--- config.mk ---
export PLATFORM = sky130hd
export DESIGN_NAME = misr_reg
export DESIGN_NICKNAME = d
export VERILOG_FILES = /design/src/rtl/norgate_chk_pkg.sv /design/src/rtl/norgate_resp_checker_misr.sv
export SDC_FILE = /design/constraint.sdc
export NUM_CORES = 1
export LEC_CHECK = 0
export CORE_MARGIN = 2
export CORE_UTILIZATION = 56
export DETAILED_ROUTE_END_ITERATION = 10
export DONT_BUFFER_PORTS = 1
export HOLD_SLACK_MARGIN = 0.15
export PLACE_DENSITY = 0.75
export SYNTH_ARGS = -nofsm -noshare
export SYNTH_HDL_FRONTEND = slang
export SYNTH_SLANG_ARGS = --single-unit
--- constraint.sdc ---
create_clock -name clk -period 1.2 [get_ports clk]
set_clock_uncertainty 0.15 [all_clocks]
set_input_delay 0.06 -clock clk [delete_from_list [all_inputs] [get_ports clk]]
set_output_delay 0.06 -clock clk [all_outputs]
set_load 0.01 [all_outputs]
--- src/rtl/norgate_chk_pkg.sv ---
// Shared types and defaults for the norgate response checker.
package norgate_chk_pkg;

    typedef enum logic [1:0] {
        IDLE = 2'd0,
        RUN  = 2'd1,
        DONE = 2'd2
    } state_e;

    localparam logic [31:0] DEF_MISR_POLY = 32'h04C11DB7;
    localparam logic [31:0] DEF_MISR_SEED = 32'hFFFFFFFF;

endpackage

--- src/rtl/norgate_resp_checker_misr.sv ---
// Multiple-input signature register: shift left, fold MSB through POLY, xor in din.
module misr_reg
    import norgate_chk_pkg::*;
#(
    parameter int               WIDTH = 32,
    parameter logic [WIDTH-1:0] POLY  = DEF_MISR_POLY[WIDTH-1:0],
    parameter logic [WIDTH-1:0] SEED  = {WIDTH{1'b1}}
) (
    input  logic             clk,
    input  logic             rst_n,
    input  logic             load_seed,
    input  logic             en,
    input  logic [WIDTH-1:0] din,
    output logic [WIDTH-1:0] sig
);

    logic [WIDTH-1:0] sig_q;
    logic [WIDTH-1:0] sig_d;

    always_comb begin
        sig_d = sig_q;
        if (load_seed) begin
            sig_d = SEED;
        end else if (en) begin
            sig_d = {sig_q[WIDTH-2:0], 1'b0} ^ (sig_q[WIDTH-1] ? POLY : '0) ^ din;
        end
    end

    always_ff @(posedge clk) begin
        if (!rst_n) begin
            sig_q <= SEED;
        end else begin
            sig_q <= sig_d;
        end
    end

    assign sig = sig_q;

endmodule

==> impl_metrics.yaml, run 1 <==
outcome:
  status: "complete, but fails checks"
  violations: "hold timing, setup timing"
clock_network:
  cts_buffers: 5
  htree_levels: 2
  path_clk_slew_ps: 100
  cts_root_buf: "clkbuf_4"
  cts_sinks: 32
  cts_tree: "built"
  clk_path_buf_depth: 2
  clock_latency_ps: 330
sta:
  rsz0062_at_grt: "true"
  max-slew-margin-rel_pct: 84.7
  slew_violations: 0
  finalCritPeriodShare_pct: 107
  whs_ps: -236
  tightest_slew_ps: 229
  timing.final.hold_violations: 32
  postLayoutSetupSlackWorst_ps: -85.8
  fin_crit_ps: 1290
  setup_viol: 5
  fin_tns_setup_ps: -165
  fmaxAchievable_mhz: 778
run:
  maxCapViolCount: 0
critical_path:
  crit_path_end_kind: "flop"
  crit_arrival_ps: 1400
  r2r_slack_ps: -90
  critPathLaunchType: "flop"
  crit_required_ps: 1310
  cp-startpoint: "sig[31]$_SDFFE_PP1P_"
  reg2reg_from: "sig[31]$_SDFFE_PP1P_"
  critPathMaxFanout: 4
  worstSetupPathType: "reg2reg"
floorplan:
  fp.dieH_microns: 58.4
  floorplan.initialDensity_pct: 59.6
  die_area_sq_mm: 0.00341
  chipWidth_microns: 58.4
  rows: 19
  io_pins: 68
  core_area_sq_mm: 0.00278
worst_hold_path:
  min_path_type: "in2reg"
  min_from: "en"
cells_and_area:
  syn2layout_area_growth_pct: 20.2
  finalNetCount: 203
  drive_gt1_share_pct: 29.2
  diodes: 0
  largest_reg_flops: 32
  fin_cells: 199
power_and_ir_drop:
  power.switching_mw: 0.587
  clkPwrFrac_pct: 28.7
  comb_power_share_pct: 19.1
  internal_power_mw: 1.67
  seq_power_share_pct: 52.2
  power_density_mw_per_mm2: 1130
  ir_drop_uv: 924
  p_leak_nw: 0.920
  swShare_pct: 26.0
synth:
  syn_avg_cell_area_sq_um: 11.7
  yosys_most_used_dff: "dfxtp_1"
  synth_nets: 177
  synth_most_common_cell: "dfxtp_1"
  netlist_instances: 141
  synth_top_area_share_pct: 38.7
  yosys_warnings: 0
  ys_types: 14
  ys_ff_latch: 32
  synth_area_sq_mm: 0.00166
  yosysTopAreaCell: "dfxtp_1"
  synth_area_leaders: "dfxtp_1 39%, nand2b_1 12%, o211ai_1 11%, xnor3_1 11%, xnor2_1 10%"
  synth-seq-area-share_pct: 38.7
  async_flop_share_pct: 0
  synth.top_cells.by_count: "32 x dfxtp_1, 31 x nand2b_1, 25 x o211ai_1, 19 x xnor2_1, 8 x xnor3_1"
  synth_edf_count: 0
grt:
  grt_pass1_vias: 1172
  antenna_found_initial: 0
  grt_pass1_wl_microns: 5420
  grt_max_degree: 34
  grt-ovfl-total: 0
  grt_use_total_pct: 21.3
detailed_routing:
  vias_per_cell: 5.63
  drt-initial-drc-count: 56
  antenna_left: 0
  vias: 1121
  wire_per_inst_microns: 17.6
  first_pass_iters: 4
  finalWirelength_microns: 3490
  route.detailed.drc: 0
place:
  io_buffers: 0
  dp_slack_ps: -94.2
  place_congestion: 0.705
  hpwl_microns: 2410
  dp_cells: 183
## metrics by stage
stage               instance area (sq um)  util [%]  total power, mW
floorplan                            1660         -             1.51
global placement                     1830      65.7             1.58
detailed placement                   1830      65.7             1.60
CTS                                  1910      68.6             2.25
global route                         1990      71.6             2.36
finish                               1990      71.6             2.26
## path summary, 6_finish.rpt
| check | depth (start not counted) | endpoint |
|---|---|---|
| max | 4 | sig[26]$_SDFFE_PP1P_ |
| min | 2 | sig[31]$_SDFFE_PP1P_ |
| max reg2reg | 4 | sig[26]$_SDFFE_PP1P_ |
| min reg2reg | 2 | sig[19]$_SDFFE_PP1P_ |
## critical path, cell delays in order, from the launching register on
cell      delay (ps)
dfxtp_4          380
buf_6            120
buf_6            100
xnor3_4          290
o211ai_1         180
## routing by layer
layer	vias to the layer above	track usage (%)	share of wire, %
met5	-	0	0
met4	0	6.98	0.89
met3	4	9.01	9.0
met2	52	35.5	49
met1	518	24.8	41
li1	547	-	-
## cells in the final DEF (no fill, tap or decap), types with 2 or more instances in the layout
master,instances
xnor3_1,8
buf_4,19
clkbuf_4,5
clkinv_2,2
buf_6,6
nand2b_1,31
xnor3_4,5
dfxtp_1,31
xnor2_1,19
buf_12,2
dlygate4sd3_1,3
o211ai_1,25
o211ai_2,7
## logic make-up after synthesis
| logic type | after synthesis | share of synthesized area [%] |
|---|---|---|
| flops | 32 | 38.7 |
| compound gates | 32 | 16.6 |
| buf+inv | 12 | 3.32 |
| xor+xnor | 32 | 28.9 |
| simple gates | 33 | 12.5 |
## what timing repair did
action / in CTS / in global routing
pin swaps: 1 / 17
buffers inserted: 0 / 5
endpoints found under the setup margin: 13 / 13
gates resized for setup: 0 / 8
hold buffers: 2 / 1
endpoints found under the hold margin: 32 / 32
## final cells by class
type	instances	area [sq um]
timing repair buffer	30	280
fill	213	790
tap	31	38.8
inverter	1	3.75
multi-input combinational	97	963
sequential	32	644
clock inverter	2	10.0
clock buffer	6	51.3
## power groups by stage
stage          Combinational (mW)  Clock (mW)  Sequential, mW
4_1_cts                     0.402       0.671            1.18
6_report                    0.432       0.648            1.18
3_5_place_dp                0.394           0            1.20
2_1_floorplan               0.302           0            1.21
3_3_place_gp                0.382           0            1.20
5_1_grt                     0.470       0.705            1.19
(Power assumes the default switching activity.)
==> inputs of run 2 (changes only) <==
--- a/config.mk
+++ b/config.mk
@@ -5,12 +5,13 @@
 export SDC_FILE = /design/constraint.sdc
 export NUM_CORES = 1
 export LEC_CHECK = 0
+export ABC_AREA = 1
 export CORE_MARGIN = 2
 export CORE_UTILIZATION = 56
 export DETAILED_ROUTE_END_ITERATION = 10
 export DONT_BUFFER_PORTS = 1
 export HOLD_SLACK_MARGIN = 0.15
-export PLACE_DENSITY = 0.75
+export PLACE_DENSITY_LB_ADDON = 0.08
 export SYNTH_ARGS = -nofsm -noshare
 export SYNTH_HDL_FRONTEND = slang
 export SYNTH_SLANG_ARGS = --single-unit
==> run 2 against run 1 <==
Compared with the run above:
- the run ends with DRC left
- sequential power about the same
- wire length is 19% higher
- area after synthesis rose by 2.0%
- sequential share of layout area is 2.6 points lower
- die area rose by 1.8%
- synthesized cell count up 89%
- critical path depth decreased by 2
- first-iteration DRC count up 57%
- non-clock buffer count is 15 higher
- register-to-register slack better by 200 ps
==> impl_metrics.yaml, run 2 <==
detailed_routing:
  drt-initial-drc-count: 88
  vias: 1836
  m1WireLength_microns: 1830
  dr.max_layer_used: "met4"
  vias_per_cell: 5.43
  wire_per_inst_microns: 12.3
  met3_wirelength_microns: 315
  finalWirelength_microns: 4160
  route.met2.wl_microns: 1980
  first_pass_iters: 7
  antenna_left: 0
  route.detailed.drc: 4
sta:
  postLayoutSetupSlackWorst_ps: 61.4
  rsz0062_at_grt: "false"
  slew_violations: 0
  fin_crit_ps: 1140
  timing.final.hold_violations: 0
  fin_tns_setup_ps: 0
  finalCritPeriodShare_pct: 94.9
  setup_viol: 0
  whs_ps: 268
  fmaxAchievable_mhz: 878
  tightest_slew_ps: 551
  max-slew-margin-rel_pct: 63.1
synth:
  synth_edf_count: 0
  synth_nets: 302
  synth_most_common_cell: "nand2_1"
  ys_types: 13
  synth_area_sq_mm: 0.00169
  async_flop_share_pct: 0
  synth_area_leaders: "dfxtp_1 38%, nand2_1 19%, a21oi_1 15%, nand3_1 11%, inv_1 5.8%"
  synth_top_area_share_pct: 37.9
  synth.top_cells.by_count: "85 x nand2_1, 51 x a21oi_1, 38 x nand3_1, 32 x dfxtp_1, 26 x inv_1"
  synth-seq-area-share_pct: 37.9
  ys_ff_latch: 32
  netlist_instances: 266
  syn_avg_cell_area_sq_um: 6.35
  yosysTopAreaCell: "dfxtp_1"
  yosys_warnings: 0
  yosys_most_used_dff: "dfxtp_1"
critical_path:
  r2r_cells: 5
  crit_arrival_ps: 930
  r2r_slack_ps: 110
  reg2reg_from: "sig[31]$_SDFFE_PP1P_"
  critPathLaunchType: "flop"
  crit_path_end_kind: "output pin"
  critPathMaxFanout: 8
  reg2reg_to: "sig[16]$_SDFFE_PP1P_"
  crit_required_ps: 990
  worstSetupPathType: "reg2out"
floorplan:
  floorplan.initialDensity_pct: 60.2
  io_pins: 68
  fp.dieH_microns: 58.9
  chipWidth_microns: 58.9
  rows: 19
  die_area_sq_mm: 0.00347
  core_area_sq_mm: 0.00281
grt:
  grt_use_total_pct: 26.0
  grt_pass1_wl_microns: 7000
  grt_max_degree: 33
  grt-ovfl-total: 0
  grt_pass1_vias: 1658
  antenna_found_initial: 0
clock_network:
  cts_buffers: 5
  cts_sinks: 32
  clk_path_buf_depth: 2
  path_clk_slew_ps: 90
  cts_root_buf: "clkbuf_4"
  htree_levels: 2
  clock_latency_ps: 320
  cts_tree: "built"
place:
  dp_slack_ps: 145
  dp_cells: 292
  place_area_sq_mm: 0.00172
  io_buffers: 0
  hpwl_microns: 2470
  place_congestion: 0.726
worst_hold_path:
  hold_depth: 3
  min_from: "din[29]"
  min_path_type: "in2reg"
  min_to: "sig[29]$_SDFFE_PP1P_"
cells_and_area:
  diodes: 0
  largest_reg_flops: 32
  finalNetCount: 342
  drive_gt1_share_pct: 5.86
  fin_util_pct: 77.3
  mostFrequentLayoutCells: "85 x nand2_1, 51 x a21oi_1, 38 x nand3_1"
  syn2layout_area_growth_pct: 28.4
  mostFrequentLayoutCell: "nand2_1"
  finalInstanceArea_sq_mm: 0.00217
  fin_cells: 338
outcome:
  status: "complete, but fails checks"
  violations: "DRC"
run:
  maxCapViolCount: 0
power_and_ir_drop:
  p_leak_nw: 1.02
  fin_total_pwr_mw: 2.24
  power_density_mw_per_mm2: 1030
  ir_drop_uv: 956
[run 2: cell types whose count changed after synthesis, moves of 5 or more]
cell / before / now
inv_1: 1 / 26
nand2_1: 0 / 85
o211ai_1: 25 / 0
xnor3_1: 8 / 0
nand2b_1: 31 / 0
o211ai_2: 7 / 0
o21ai_1: 0 / 18
buf_2: 2 / 7
xnor2_1: 19 / 0
clkbuf_1: 7 / 0
nand3_1: 0 / 38
a21oi_1: 0 / 51
xnor3_4: 5 / 0
[run 2: how the worst max path moves through the flow]
stage / end / slack (ps) / startpoint
final: sig[31] / 60 / sig[31]$_SDFFE_PP1P_
after floorplan: sig[10]$_SDFFE_PP1P_ / 40 / sig[31]$_SDFFE_PP1P_
after detailed placement: sig[23]$_SDFFE_PP1P_ / 150 / sig[31]$_SDFFE_PP1P_
after global routing: sig[1]$_SDFFE_PP1P_ / 0.6 / sig[0]$_SDFFE_PP1P_
after global placement: sig[0]$_SDFFE_PP1P_ / 170 / sig[31]$_SDFFE_PP1P_
after CTS: sig[31] / 6 / sig[31]$_SDFFE_PP1P_
[run 2: final cells by class]
class	count	area [sq um]
repair buffers	45	455
well taps	31	38.8
multi-input cells	194	867
flip-flops and latches	32	644
fillers	207	636
inverters	28	105
clock buffers	8	58.8
[run 2: kinds of logic after synthesis]
group | after synthesis | synth area share [%]
DFF | 32 | 37.9
and+or+nand+nor | 124 | 30.6
AOI/OAI and AO/OA | 70 | 20.7
buffers and inverters | 40 | 10.7
[run 2: critical path: stages, from the launching register on]
cell and delay [ps]:
dfxtp_4 370, buf_8 130, buf_6 110
[run 2: timing repair]
item                                   CTS  global route
gates resized for setup                  2             4
setup endpoints to repair                1             2
endpoints found under the hold margin   32             0
hold buffers                            36             0
setup buffers                            0             2
[run 2: metal layers]
metal | up-vias | global-route usage [%]
li1 | 960 | -
met1 | 814 | 30.9
met2 | 57 | 44.6
met3 | 5 | 8.35
met4 | 0 | 7.79
met5 | - | 0
[run 2: power breakdown]
group	internal [mW]	leakage (nW)	total, mW	switching (mW)
combinational	0.203	0.721	0.411	0.208
sequential	1.11	0.263	1.19	0.0803
clock	0.289	0.0326	0.638	0.349
